`config.mk`:
```
export PLATFORM = sky130hd
export DESIGN_NAME = packing_buffer
export DESIGN_NICKNAME = d
export VERILOG_FILES = /design/src/rtl/packing_buffer.sv
export SDC_FILE = /design/constraint.sdc
export NUM_CORES = 1
export LEC_CHECK = 0
export ABC_AREA = 1
export CORE_AREA = 3 3 164 166
export CTS_CLUSTER_SIZE = 30
export DETAILED_ROUTE_END_ITERATION = 10
export DIE_AREA = 0 0 167 169
export GPL_TIMING_DRIVEN = 0
export PLACE_DENSITY = 0.71
export RECOVER_POWER = 100
export SKIP_CTS_REPAIR_TIMING = 1
export SLEW_MARGIN = 20
export SYNTH_ARGS = -nofsm -noshare
export SYNTH_HDL_FRONTEND = slang
export SYNTH_SLANG_ARGS = --single-unit
```
`constraint.sdc`:
```
create_clock -name clk -period 3.26 [get_ports clk]
set_input_delay 0.652 -clock clk [delete_from_list [all_inputs] [get_ports clk]]
set_output_delay 0.652 -clock clk [all_outputs]
set_load 0.01 [all_outputs]
```
`src/rtl/packing_buffer.sv`:
```
// packing_buffer
//
// Collects NLANES ALU lane results per input beat over NBEATS beats and
// presents them as one OUT_W-bit cipher state word. The word is packed
// either row-major, with global lane 0 in the MSBs, or transposed into
// column-major byte order for the MixColumns unit.
//
// The final beat is not stored. It is merged combinationally with the
// assembly buffer and loaded straight into the output register. This
// makes the word visible one cycle after the last beat is accepted.
//
// Ports:
//   clk        rising-edge clock
//   rst_n      asynchronous active-low reset
//   in_valid   input beat valid
//   in_ready   a beat can be accepted this cycle
//   in_lanes   NLANES lane results, lane 0 in the MSBs
//   mc_mode    1 = transposed (MixColumns) packing; sampled on beat 0 only
//   clear      synchronous abort of a partially assembled word
//   out_valid  packed word available
//   out_ready  consumer accepts the packed word
//   out_data   packed word
//   out_mode   packing mode of the presented word
module packing_buffer #(
    parameter int LANE_W = 32,
    parameter int NLANES = 2,
    parameter int NBEATS = 2
) (
    input  logic                       clk,
    input  logic                       rst_n,
    input  logic                       in_valid,
    output logic                       in_ready,
    input  logic [LANE_W*NLANES-1:0]   in_lanes,
    input  logic                       mc_mode,
    input  logic                       clear,
    output logic                       out_valid,
    input  logic                       out_ready,
    output logic [LANE_W*NLANES*NBEATS-1:0] out_data,
    output logic                       out_mode
);

    localparam int BEAT_W = LANE_W * NLANES;
    localparam int OUT_W  = BEAT_W * NBEATS;
    localparam int ROWS   = NLANES * NBEATS;
    localparam int COLS   = LANE_W / 8;
    localparam int CNT_W  = (NBEATS > 1) ? $clog2(NBEATS) : 1;
    localparam logic [CNT_W-1:0] LAST = CNT_W'(NBEATS - 1);

    logic [CNT_W-1:0] beat_cnt;
    logic [OUT_W-1:0] asm_buf;
    logic             mode_latched;
    logic             accept;
    logic             final_beat;
    logic             eff_mode;
    logic [OUT_W-1:0] row_word;
    logic [OUT_W-1:0] packed_word;

    // Row-major byte (r, c) sits at byte index r*COLS + c from the MSB.
    // Column-major output places it at byte index c*ROWS + r.
    function automatic logic [OUT_W-1:0] transpose(input logic [OUT_W-1:0] w);
        logic [OUT_W-1:0] t;
        t = '0;
        for (int r = 0; r < ROWS; r++) begin
            for (int c = 0; c < COLS; c++) begin
                t[OUT_W-1-8*(c*ROWS+r) -: 8] = w[OUT_W-1-8*(r*COLS+c) -: 8];
            end
        end
        return t;
    endfunction

    assign in_ready   = ~clear & ((beat_cnt != LAST) | ~out_valid | out_ready);
    assign accept     = in_valid & in_ready;
    assign final_beat = (beat_cnt == LAST);

    // When NBEATS == 1, beat 0 is also the final beat. In that case the
    // live mc_mode input decides the mode, not the latched copy.
    assign eff_mode = (beat_cnt == '0) ? mc_mode : mode_latched;

    // Overlay the beat currently arriving onto its slot. On the final
    // beat this gives the complete word without waiting for the buffer.
    always_comb begin
        row_word = asm_buf;
        for (int k = 0; k < NBEATS; k++) begin
            if (beat_cnt == CNT_W'(k)) begin
                row_word[OUT_W-1-k*BEAT_W -: BEAT_W] = in_lanes;
            end
        end
        packed_word = eff_mode ? transpose(row_word) : row_word;
    end

    always_ff @(posedge clk or negedge rst_n) begin
        if (!rst_n) begin
            beat_cnt     <= '0;
            mode_latched <= 1'b0;
        end else if (clear) begin
            beat_cnt <= '0;
        end else if (accept) begin
            beat_cnt <= final_beat ? '0 : beat_cnt + 1'b1;
            if (beat_cnt == '0) begin
                mode_latched <= mc_mode;
            end
        end
    end

    always_ff @(posedge clk or negedge rst_n) begin
        if (!rst_n) begin
            asm_buf <= '0;
        end else if (accept) begin
            for (int k = 0; k < NBEATS; k++) begin
                if (beat_cnt == CNT_W'(k)) begin
                    asm_buf[OUT_W-1-k*BEAT_W -: BEAT_W] <= in_lanes;
                end
            end
        end
    end

    // A word that completes on the same edge it is consumed replaces the
    // old word, so the output stays valid with no idle cycle.
    always_ff @(posedge clk or negedge rst_n) begin
        if (!rst_n) begin
            out_valid <= 1'b0;
            out_data  <= '0;
            out_mode  <= 1'b0;
        end else if (accept && final_beat) begin
            out_valid <= 1'b1;
            out_data  <= packed_word;
            out_mode  <= eff_mode;
        end else if (out_valid && out_ready) begin
            out_valid <= 1'b0;
        end
    end

endmodule

```
=== Word-level counts from Yosys, hierarchy flattened ===
Cells that the tools add are included.

* $add $sub $neg: 1
* Reduce and logical (&&, ||, !) cells: 5
* Bitwise logic cells: 7
* Mux-type cells: 9

{| class="wikitable"
|+ Operators with widths
! cell !! number
|-
| $mux W64 || 2
|-
| $mux W120 || 1
|-
| $mux W1 || 6
|-
| $reduce_bool A2 Y1 || 2
|-
| $not A1 Y1 || 3
|-
| $and A1 B1 Y1 || 2
|-
| $logic_and A1 B1 Y1 || 2
|-
| $or A1 B1 Y1 || 2
|-
| $reduce_and A2 Y1 || 1
|-
| $add A1 B1 Y1 const B || 1
|}

* Bits in registers: 260
* Output and inout port bits: 131

=== Logic depth before layout (Yosys ltp) ===
* Word-level depth: 7
* Depth in mapped cells: 9

=== Worst setup path after synthesis ===
Ideal clock, no wire load.

* Path kind: flip-flop to output port
* Start point: register beat_cnt
* End point: output port in_ready
* Setup slack: 1618 ps
* Arrival time: 990 ps
* Cell stages (with the launch flop): 4
* Required time: 2608 ps
* Buffers on the path: 2
* Path through: dfrtp_1 -> buf_4 -> buf_2 -> a21oi_1

* Longest elaborated chain between the ends: 4

{| class="wikitable"
|+ Ends and longest elaborated chain
! item !! RTL line !! text
|-
| start: declaration || 49 || <nowiki>logic [CNT_W-1:0] beat_cnt;</nowiki>
|-
| start signal: assignment || 98 || <nowiki>beat_cnt <= final_beat ? '0 : beat_cnt + 1'b1;</nowiki>
|-
| $not A1 Y1 || n/a ||
|-
| $or A1 B1 Y1 (2 in series) || 71 || <nowiki>assign in_ready = ~clear & ((beat_cnt != LAST) | ~out_valid | out_ready);</nowiki>
|-
| $and A1 B1 Y1 || 71 ||
|-
| end: declaration || 32 || <nowiki>output logic in_ready,</nowiki>
|}

No other way between the ends.

=== Final worst setup path ===
* Start point: input port clear
* End point: register out_data[64]

* Longest elaborated chain between the ends: 4

{| class="wikitable"
|+ Ends and longest elaborated chain
! item !! RTL line !! text
|-
| start: declaration || 35 || <nowiki>input logic clear,</nowiki>
|-
| $not A1 Y1 (no source line) || n/a ||
|-
| $and A1 B1 Y1 || 71 ||
|-
| $and A1 B1 Y1 || 72 || <nowiki>assign accept = in_valid & in_ready;</nowiki>
|-
| $logic_and A1 B1 Y1 || 124 || <nowiki>end else if (accept && final_beat) begin</nowiki>
|-
| end signal: assignment || 126 || <nowiki>out_data <= packed_word;</nowiki>
|-
| end: declaration || 38 || <nowiki>output logic [LANE_W*NLANES*NBEATS-1:0] out_data,</nowiki>
|}

No other way between the ends.
A chain may end at the register's enable or synchronous reset.

==> results.yml <==
status:
  status: "finished, violations left"
  violations: "max-capacitance violations, max-slew violations"
finish:
  mostFrequentLayoutCell: "nand2_1"
  drive_above_1_share_pct: 5.11
  multi_input_area_um2: 5100
  area_delta_synth_final_pct: 28.5
  nFillCells: 2381
  layoutNonFillerInstCount: 2272
  fin_nets: 1985
  layout_common_cells: "nand2_1 (1130), dfrtp_1 (244), dlygate4sd3_1 (133)"
  stdcell_area_um2: 15400
  regArea_um2: 6110
  utilization_pct: 59.8
clock_network:
  cts_tree: "yes"
  clk_latency_ps: 550
  cts_inserted_buffers: 27
  cts.sinks: 244
  cts.path.max_buffers: 3
  cts-root-buf: "clkbuf_16"
  htree_levels: 1
  clk_pin_slew_ps: 60
global_routing:
  grt-ovfl-total: 0
  grt_pass1_vias: 11700
  grt_usage_pct: 27.9
  antenna_found_initial: 1
  grt_pass1_wl_um: 63100
  grt_start_max_net_pins: 98
power:
  p_leak_nw: 8.68
  power.density_nw_per_um2: 652
  peakVddDrop_mv: 0.420
logic_synthesis:
  yosysSeqAreaShare_pct: 51.0
  ys_warn_count: 0
  synth_fp_nets: 1754
  synthCells: 1684
  syn_area_um2: 12000
  ys_seq_elements: 244
  yosysUniqueCellTypes: 18
  syn_avg_cell_area_um2: 7.11
routing:
  initialDrtViolationCount: 1066
  wl_per_cell_um: 17.5
  postRouteAntennaNets: 0
  via_count: 12000
  drt-total-wl_um: 39800
  dr.pass1.iters: 8
  via_per_inst: 5.27
  drc: 0
critical_path:
  criticalPathCategory: "primary input to register"
  worst_ep_arrival_time_ps: 3450
  cp-end-kind: "register"
  worstPathMaxFanout: 10
  crit_path_start_kind: "primary input"
  crit_required_ps: 3730
sta:
  fmaxAchievable_mhz: 336
  period_needed_ps: 2980
  final_max_slew_viol_count: 92
  hold_viol: 0
  final-setup-viol-count: 0
  fin_worst_skew_ps: 20.9
  rsz0062_at_grt: "false"
  whs_ps: 469
  relSlewSlack_pct: -61.6
  min_period_over_period_pct: 91.3
  tightestPinTransition_ps: 2420
die:
  rows: 59
  die_h_um: 169
  ios: 201
  core_um2: 25800
  start_util_pct: 46.5
  die-area_um2: 28200
  die_x_um: 167
place:
  place_inst: 2221
  port-buffer-count: 200
  post_dp_cell_area_um2: 14500
  gp_congestion: 0.917
  hpwl_um: 29100
worst_hold_path:
  hold_class: "register to register"
flow_run:
  drv_cap: 1
-- logic make-up (layout without fill, tap and decap cells) --
group | Yosys count | in the layout | synth area share (%)
DFF | 244 | 244 | 51.0
other | 0 | 1 | 0
buffers and inverters | 163 | 415 | 6.29
and+or+nand+nor | 1234 | 1234 | 40.9
AOI/OAI and AO/OA | 43 | 43 | 1.80
-- worst paths after layout --
kind | startpoint | to | slack [ps] | cells past startpoint
setup / recovery | clear | out_data[64]$_DFFE_PN0P_ | 280 | 7
hold / removal | out_data[109]$_DFFE_PN0P_ | out_data[109]$_DFFE_PN0P_ | 470 | 2
setup reg to reg | out_valid$_DFFE_PN0P_ | asm_buf[68]$_DFFE_PN0P_ | 680 | 8
hold reg to reg | out_data[109]$_DFFE_PN0P_ | out_data[109]$_DFFE_PN0P_ | 470 | 2
max in group asynchronous | rst_n | asm_buf[52]$_DFFE_PN0P_ | 990 | 2
min in group asynchronous | rst_n | out_data[41]$_DFFE_PN0P_ | 840 | 1
-- critical path: stages --
cell	delay [ps]
dlygate4sd3_1	600
inv_1	240
nand4_1	530
clkbuf_1	620
clkbuf_1	570
nand2_1	120
nand2_1	100
-- sequential cells by signal (all words and copies together), names as in the netlist --
| signal | cells |
|---|---|
| asm_buf | 112 |
| mode_latched | 1 |
| out_valid | 1 |
| beat_cnt | 1 |
| out_data | 128 |
| out_mode | 1 |
-- synth_stat cells --
cell      number  area [um^2]
nand2_1     1129         4240
dfrtp_1      244         6110
nand4_1       97          607
inv_1         46          173
buf_2         44          220
clkbuf_1      41          154
o21ai_0       41          205
buf_1         14         52.6
buf_6          8         90.1
buf_4          7         52.6
inv_2          3         11.3
nor2_1         3         11.3
nand2_2        2         12.5
a21oi_1        1         5.00
nand3_1        1         5.00
nand3_2        1         10.0
nand4_4        1         21.3
o21ai_1        1         5.00
-- metal layers --
metal / GRT usage (%) / vias up / share of wire (%)
li1: - / 5665 / -
met1: 39.3 / 5643 / 43
met2: 43.7 / 566 / 45
met3: 4.83 / 102 / 8.5
met4: 9.90 / 0 / 3.8
met5: 0 / - / 0
-- power breakdown --
part	leakage, nW	switching [mW]	internal (mW)	total [mW]
clock network	0.484	1.29	2.11	3.40
registers	3.12	0.360	3.68	4.04
logic	5.07	1.50	1.10	2.60
total	8.68	3.15	6.89	10.0
-- stage by stage --
stage	power (mW)	setup slack, ps	TNS [ps]
after floorplan	5.37	1620	0
after global placement	6.79	-8970	-2182590
after detailed placement	6.84	470	0
after CTS	10.3	287	0
after global routing	10.6	147	0
final	10.0	282	0
-- final cells by class --
cell class | count | share of cell area (%)
diodes | 1 | 0.0163
repair buffers | 202 | 13.3
multi-input cells | 1277 | 33.1
clock inverters | 17 | 1.67
clock buffers | 33 | 4.86
flip-flops and latches | 244 | 39.7
inverters | 49 | 1.19
plain buffers | 114 | 3.45
well taps | 335 | 2.72
No activity file was read; power rests on OpenSTA's default activity.
